[src/rtl/serial_adder_sub_pkg.sv]
// Shared definitions for the bit-serial adder/subtractor: FSM state encodings
// and the bit-counter width helper.
package serial_adder_sub_pkg;

   typedef enum logic [1:0] {
      IDLE = 2'b00,
      RUN  = 2'b01,
      DONE = 2'b10
   } state_e;

   // CNTW = clog2(WIDTH); clamped to 1 so a counter is never zero bits wide.
   function automatic int cntWidth(input int width);
      return (width <= 2) ? 1 : $clog2(width);
   endfunction

endpackage

[src/rtl/serial_adder_sub_full_adder.sv]
// Single-bit full-adder cell, time-multiplexed across all bit positions
// of the serial adder/subtractor.
module full_adder_cell (
   input  logic a,
   input  logic b,
   input  logic cin,
   output logic s,
   output logic cout
);

   assign s    = a ^ b ^ cin;
   assign cout = (a & b) | (a & cin) | (b & cin);

endmodule

[src/rtl/serial_adder_sub.sv]
// Bit-serial adder/subtractor: one full-adder cell processes one bit per clock,
// LSB first, with a start/busy/done handshake and carry/overflow flags.
module serial_adder_sub
   import serial_adder_sub_pkg::*;
#(
   parameter int WIDTH = 8
) (
   input  logic             clk,
   input  logic             rst,
   input  logic             start,
   input  logic             sub,
   input  logic [WIDTH-1:0] a,
   input  logic [WIDTH-1:0] b,
   output logic             busy,
   output logic             done,
   output logic [WIDTH-1:0] sum,
   output logic             carry,
   output logic             overflow
);

   localparam int CNTW = cntWidth(WIDTH);
   localparam logic [CNTW-1:0] LAST_BIT   = CNTW'(WIDTH - 1);
   localparam logic [CNTW-1:0] MSB_IN_BIT = CNTW'(WIDTH - 2);

   state_e           stateQ;
   logic [WIDTH-1:0] opAQ, opBQ, resQ, sumQ;
   logic [CNTW-1:0]  cntQ;
   logic             cQ, cMsbInQ, busyQ, doneQ, carryQ, ovfQ;

   logic             faS, faCout;
   logic [WIDTH-1:0] resD;

   full_adder_cell u_fa (
      .a    (opAQ[0]),
      .b    (opBQ[0]),
      .cin  (cQ),
      .s    (faS),
      .cout (faCout)
   );

   // Each new sum bit enters at the MSB, so after WIDTH shifts bit 0 sits at the LSB.
   assign resD = {faS, resQ[WIDTH-1:1]};

   always_ff @(posedge clk or posedge rst) begin
      if (rst) begin
         stateQ  <= IDLE;
         opAQ    <= '0;
         opBQ    <= '0;
         resQ    <= '0;
         sumQ    <= '0;
         cntQ    <= '0;
         cQ      <= 1'b0;
         cMsbInQ <= 1'b0;
         busyQ   <= 1'b0;
         doneQ   <= 1'b0;
         carryQ  <= 1'b0;
         ovfQ    <= 1'b0;
      end else begin
         case (stateQ)
            IDLE, DONE: begin
               doneQ <= 1'b0;
               if (start) begin
                  // Subtraction is a + ~b + 1: invert B and seed the carry with 1.
                  opAQ   <= a;
                  opBQ   <= sub ? ~b : b;
                  cQ     <= sub;
                  cntQ   <= '0;
                  busyQ  <= 1'b1;
                  stateQ <= RUN;
               end else begin
                  stateQ <= IDLE;
               end
            end
            RUN: begin
               resQ <= resD;
               opAQ <= opAQ >> 1;
               opBQ <= opBQ >> 1;
               cQ   <= faCout;
               cntQ <= cntQ + CNTW'(1);
               if (cntQ == MSB_IN_BIT) begin
                  cMsbInQ <= faCout;
               end
               // Overflow is the carry into the MSB differing from the carry out of it.
               if (cntQ == LAST_BIT) begin
                  sumQ   <= resD;
                  carryQ <= faCout;
                  ovfQ   <= cMsbInQ ^ faCout;
                  doneQ  <= 1'b1;
                  busyQ  <= 1'b0;
                  stateQ <= DONE;
               end
            end
            default: begin
               stateQ <= IDLE;
               busyQ  <= 1'b0;
               doneQ  <= 1'b0;
            end
         endcase
      end
   end

   assign busy     = busyQ;
   assign done     = doneQ;
   assign sum      = sumQ;
   assign carry    = carryQ;
   assign overflow = ovfQ;

endmodule

[config.mk]
export PLATFORM = sky130hd
export DESIGN_NAME = serial_adder_sub
export DESIGN_NICKNAME = d
export VERILOG_FILES = /design/src/rtl/serial_adder_sub_pkg.sv /design/src/rtl/serial_adder_sub_full_adder.sv /design/src/rtl/serial_adder_sub.sv
export SDC_FILE = /design/constraint.sdc
export NUM_CORES = 1
export LEC_CHECK = 0
export ABC_AREA = 1
export CAP_MARGIN = 0
export CORE_ASPECT_RATIO = 1.4
export CORE_UTILIZATION = 45
export CTS_CLUSTER_SIZE = 25
export DETAILED_ROUTE_END_ITERATION = 12
export GPL_ROUTABILITY_DRIVEN = 0
export PLACE_DENSITY = 0.69
export SLEW_MARGIN = 10
export SYNTH_ARGS = -nofsm -noshare
export SYNTH_HDL_FRONTEND = slang
export SYNTH_SLANG_ARGS = --single-unit
export TNS_END_PERCENT = 50
[constraint.sdc]
create_clock -name clk -period 3.6 [get_ports clk]
set_input_delay 0.54 -clock clk [delete_from_list [all_inputs] [get_ports clk]]
set_output_delay 0.54 -clock clk [all_outputs]
set_load 0.02 [all_outputs]
==> results of run 1 <==
==> cells by family (layout without fill, tap and decap cells) <==
group / Yosys count / after routing / share of synthesized area, %
AO/OA/AOI/OAI: 4 / 4 / 1.03
flip-flops: 41 / 41 / 52.7
XOR/XNOR: 1 / 1 / 0.450
buffers and inverters: 33 / 64 / 8.09
adder cells (fa/ha/maj): 4 / 4 / 2.95
AND/OR/NAND/NOR: 161 / 161 / 34.8
==> per-layer routing <==
metal / up-vias / part of all wire, % / GRT usage, %
met4: 0 / 1.7 / 7.32
met3: 6 / 2.7 / 4.38
met2: 21 / 50 / 32.2
met5: - / 0 / 0
li1: 811 / - / -
met1: 705 / 46 / 20.5
==> power groups by stage <==
stage | combinational (W) | clock [W] | sequential, W
2_1_floorplan | 0.000536 | 0 | 0.000845
3_3_place_gp | 0.000753 | 0 | 0.000813
3_5_place_dp | 0.000776 | 0 | 0.000816
4_1_cts | 0.000779 | 0.000453 | 0.000809
5_1_grt | 0.000881 | 0.000470 | 0.000838
6_report | 0.000763 | 0.000442 | 0.000808
==> through the flow <==
step	setup WS [ns]	total power (W)	std cells
6_report	1.75	0.00201	318
5_1_grt	1.72	0.00219	318
4_1_cts	1.74	0.00204	318
3_5_place_dp	1.53	0.00159	310
3_3_place_gp	1.59	0.00157	310
2_1_floorplan	2.11	0.00138	244
==> final timing paths <==
check                      endpoint  cells after the start
setup / recovery               done                      1
hold reg to reg              sum[1]                      2
min in group asynchronous    sum[7]                      3
hold / removal               sum[1]                      2
setup reg to reg            opAQ[4]                      6
max in group asynchronous   resQ[5]                      3
==> flip-flops by register name (all words and copies together), names as in the netlist, 3 cells and up <==
| signal | flops |
|---|---|
| cntQ | 3 |
| opAQ | 8 |
| opBQ | 8 |
| resQ | 7 |
| sum | 8 |
==> layout by cell type (no fill, tap or decap) <==
cell type | Yosys | final
buf_4 | 2 | 1
bufinv_16 | 0 | 2
clkbuf_8 | 0 | 5
clkdlybuf4s50_1 | 0 | 31
dfrtp_1 | 41 | 41
fa_1 | 1 | 1
ha_1 | 3 | 3
inv_1 | 20 | 20
inv_2 | 4 | 4
inv_6 | 0 | 1
nand2_1 | 116 | 116
nand2_2 | 1 | 1
nand2_4 | 1 | 1
nand3_1 | 37 | 37
nor2_1 | 3 | 3
nor2_4 | 2 | 2
o21ai_0 | 3 | 3
o21ai_1 | 1 | 1
or2_2 | 1 | 1
xor2_1 | 1 | 1
==> layout make-up <==
cell class	instances	area share [%]
Clock buffer	5	2.88
Clock inverter	3	2.88
Inverter	24	3.77
Multi-Input combinational cell	170	32.0
Sequential cell	41	42.9
Tap cell	43	2.25
Timing Repair Buffer	32	13.3
==> impl_metrics.json, run 1 <==
{
  "status": "complete, but fails checks",
  "violations": "design-rule violations",
  "worst_setup_path_end_kind": "output pin",
  "ys_seq_elements": 41,
  "power.internal_w": 0.00126,
  "final_antenna_net_count": 0,
  "cp-start-kind": "flop",
  "synth.avg_cell_area_um2": 7.98,
  "ys_types": 19,
  "gr-usage-all-layers_pct": 18.2,
  "setup_violations": 0,
  "clk_latency_ns": 0.29,
  "start_util_pct": 48.1,
  "grt_pass1_vias": 1437,
  "grt_antenna_before_repair": 0,
  "core_mm2": 0.00405,
  "worst-path-max-fanout": 3,
  "die_w_um": 57.6,
  "skew_ns": 0.00678,
  "dpl-instance-area_mm2": 0.00225,
  "tritoncts": "yes",
  "grt_max_degree": 42,
  "netlist_instances": 244,
  "pwr-share-comb_pct": 37.9,
  "hold_viol_final": 0,
  "fp.dieH_um": 79.9,
  "setup_tns_ns": 0,
  "cts_made_buffers": 5,
  "cts_resized": 0,
  "finalNetCount": 298,
  "clock_path_buffers": 2,
  "slowest_delay_ns": 0.62,
  "ctsHoldBuffers": 0,
  "synth_most_common_cell": "nand2_1",
  "portBuffers": 31,
  "clk_pin_slew_ns": 0.08,
  "hold_class": "flop to flop",
  "dieArea_mm2": 0.00460,
  "gr-total-overflow": 0,
  "via_per_inst": 4.85,
  "post-route-util_pct": 59.0,
  "worstSetupStartpoint": "done",
  "drv_slew": 0,
  "yosysWarnings": 0,
  "criticalPathCategory": "flop to output pin",
  "r2r-start": "stateQ[0]",
  "fillerInstances": 386,
  "grt_setup_unrepaired": "no",
  "fin_crit_sh_pct": 51.5,
  "p_sw_w": 0.000750,
  "drc_errors": 2,
  "path_cells": "clkdlybuf4s50_1",
  "drive_above_1_share_pct": 6.55,
  "drtPass1Iterations": 8,
  "p_sw_share_pct": 37.2,
  "synth_area_mm2": 0.00195,
  "cap_violations": 0,
  "synthArstFlopShare_pct": 100,
  "rows": 27,
  "hp-start": "sum[1]",
  "pwr-share-seq_pct": 40.1,
  "synth_area_leaders": "dfrtp_1, nand2_1, nand3_1",
  "path_delay_family": "buffers and inverters",
  "post-route-min-period_ns": 1.85,
  "worstMarginPinSlew_ns": 0.509,
  "power.density_mw_per_mm2": 842,
  "max_freq_mhz": 539,
  "r2r_setup_slack_ns": 1.91,
  "cts-root-buf": "clkbuf_8",
  "drt_iter0_drc": 44,
  "diodes": 0,
  "hpwl_mm": 2.44,
  "crit_buf_inv": 1,
  "yosysSeqAreaShare_pct": 52.7,
  "design_area_mm2": 0.00239,
  "multi_input_area_um2": 764,
  "regArea_mm2": 0.00103,
  "wl_per_cell_um": 11.1,
  "dominantRegCellSynth": "dfrtp_1",
  "ir_drop_mv": 0.465,
  "slowest_stage": "clkdlybuf4s50_1",
  "io_pins": 32,
  "wl_mm": 3.53,
  "synth_common_cells": "nand2_1, dfrtp_1, nand3_1",
  "syn2layout_area_growth_pct": 22.7,
  "cts_htree_levels": 2,
  "p_leak_nw": 1.27,
  "synth_largest_area_cell": "dfrtp_1",
  "hold_slack_ns": 0.473,
  "required_ns": 3.06,
  "worstPathArrival_ns": 1.31,
  "numClockSinks": 41,
  "relSlewSlack_pct": 66.0,
  "netlist.area_leader.share_pct": 52.7,
  "cts_setup_buffers": 0,
  "synth-edff-count": 0,
  "syn_nets": 268,
  "grt_pass1_wl_mm": 6.29,
  "clkPwrFrac_pct": 22.0,
  "via_count": 1543
}
Power figures use the tool's default switching activity.
==> run 2: changes to the inputs <==
Clock period 3.6 ns to 1.9 ns, I/O delays scaled along.
==> impl_metrics.json, run 2 (synthesis gave the netlist of run 1 again) <==
{
  "p_total_w": 0.00374,
  "dp_cells": 316,
  "final_cell_mix": "nand2_1, dfrtp_1, nand3_1, clkdlybuf4s50_1, inv_1",
  "cap_violations": 0,
  "syn2layout_area_growth_pct": 23.2,
  "drt_iter0_drc": 91,
  "finalNetCount": 304,
  "hpwl_mm": 2.64,
  "layout_commonest_cell": "nand2_1",
  "r2r_end": "overflow",
  "criticalPathCategory": "flop to output pin",
  "fillerInstances": 393,
  "via_count": 1585,
  "cts_made_buffers": 5,
  "relSlewSlack_pct": 65.6,
  "rows": 27,
  "drv_slew": 0,
  "worst_setup_path_end_kind": "output pin",
  "post-route-min-period_ns": 1.57,
  "hold_viol_final": 0,
  "start_util_pct": 48.1,
  "cts_htree_levels": 2,
  "ir_drop_mv": 0.651,
  "grt_max_degree": 42,
  "gr-usage-all-layers_pct": 19.8,
  "status": "complete, but fails checks",
  "hold_class": "primary input to asynchronous set/reset pin",
  "wl_per_cell_um": 12.0,
  "crit_cells": 1,
  "worstPathArrival_ns": 1.29,
  "drive_above_1_share_pct": 8.21,
  "grt_setup_unrepaired": "no",
  "required_ns": 1.62,
  "fin_crit_sh_pct": 82.7,
  "clk_pin_slew_ns": 0.07,
  "cts_resized": 0,
  "reg2regPathDepth": 4,
  "worstSetupStartpoint": "done",
  "core_mm2": 0.00405,
  "cts-root-buf": "clkbuf_8",
  "slowest_delay_ns": 0.61,
  "fin_ws_ns": 0.329,
  "die_w_um": 57.6,
  "dp_slack_ns": 0.445,
  "grt_antenna_before_repair": 0,
  "crit_buf_inv": 1,
  "final_cells": 323,
  "setup_violations": 0,
  "via_per_inst": 4.91,
  "power.density_mw_per_mm2": 1560,
  "drtPass1Iterations": 8,
  "r2r-start": "cQ",
  "worst-path-max-fanout": 3,
  "dieArea_mm2": 0.00460,
  "setup_tns_ns": 0,
  "grt_pass1_wl_mm": 6.89,
  "fp.dieH_um": 79.9,
  "wl_mm": 3.87,
  "p_leak_nw": 1.28,
  "max_freq_mhz": 637,
  "io_pins": 32,
  "violations": "design-rule violations",
  "drc_errors": 2,
  "ctsHoldBuffers": 0,
  "gr-total-overflow": 0,
  "worstMarginPinSlew_ns": 0.516,
  "portBuffers": 31,
  "numClockSinks": 41,
  "path_cells": "clkdlybuf4s50_1",
  "skew_ns": 0.00253,
  "path_delay_family": "buffers and inverters",
  "cp-endpoint": "done",
  "cp-start-kind": "flop",
  "tritoncts": "yes",
  "diodes": 0,
  "grt_pass1_vias": 1568,
  "final_antenna_net_count": 0,
  "clock_path_buffers": 2,
  "slowest_stage": "clkdlybuf4s50_1",
  "r2r_setup_slack_ns": 0.57,
  "clk_latency_ns": 0.29,
  "cts_setup_buffers": 0
}
[run 2: cell types whose count changed in the layout (fill, tap and decap cells not counted), sizes merged]
| cell | delta |
|---|---|
| bufinv | -1 |
| buf | +6 |
| inv | -1 |
| clkinv | +1 |
[run 2: per-layer routing]
metal / vias to the layer above / GRT usage [%] / routed length (um) / share of wire, %
li1: 822 / - / - / -
met1: 730 / 22.5 / 1690 / 44
met2: 26 / 35.8 / 2000 / 52
met3: 7 / 4.05 / 112 / 2.9
met4: 0 / 7.56 / 69 / 1.8
met5: - / 0 / 0 / 0
[run 2: how the worst min path moves through the flow]
stage / to / slack (ns) / cells past startpoint / start
4_1_cts: opAQ[4] / 0.44 / 3 / rst
5_1_grt: sum[3] / 0.49 / 2 / sum[3]
6_report: busy / 0.41 / 3 / rst
3_3_place_gp: sum[0] / 0.45 / 2 / sum[0]
2_1_floorplan: opAQ[7] / 0.40 / 2 / a[7]
3_5_place_dp: sum[1] / 0.46 / 2 / sum[1]
[run 2: layout make-up]
class,instances,area [um2],area share [%]
multi-input cells,170,764,31.8
inverters,24,90.1,3.75
repair buffers,38,363,15.1
clock buffers,5,68.8,2.87
flip-flops and latches,41,1030,42.7
clock inverters,2,35.0,1.46
well taps,43,53.8,2.24
[run 2: where the power goes]
group / switching (W) / internal [W] / leakage [nW]
clock network: 0.000293 / 0.000382 / 0.0540
registers: 0.000242 / 0.00127 / 0.516
logic: 0.000900 / 0.000653 / 0.713
[run 2: per-stage QoR]
step | util (%) | area, um2 | hold WS [ns]
final | 59.2 | 2400 | 0.408
after CTS | 59.2 | 2400 | 0.441
after detailed placement | 56.7 | 2300 | 0.457
after global routing | 59.2 | 2400 | 0.493
after floorplan | - | 1950 | 0.402
after global placement | 56.7 | 2300 | 0.453
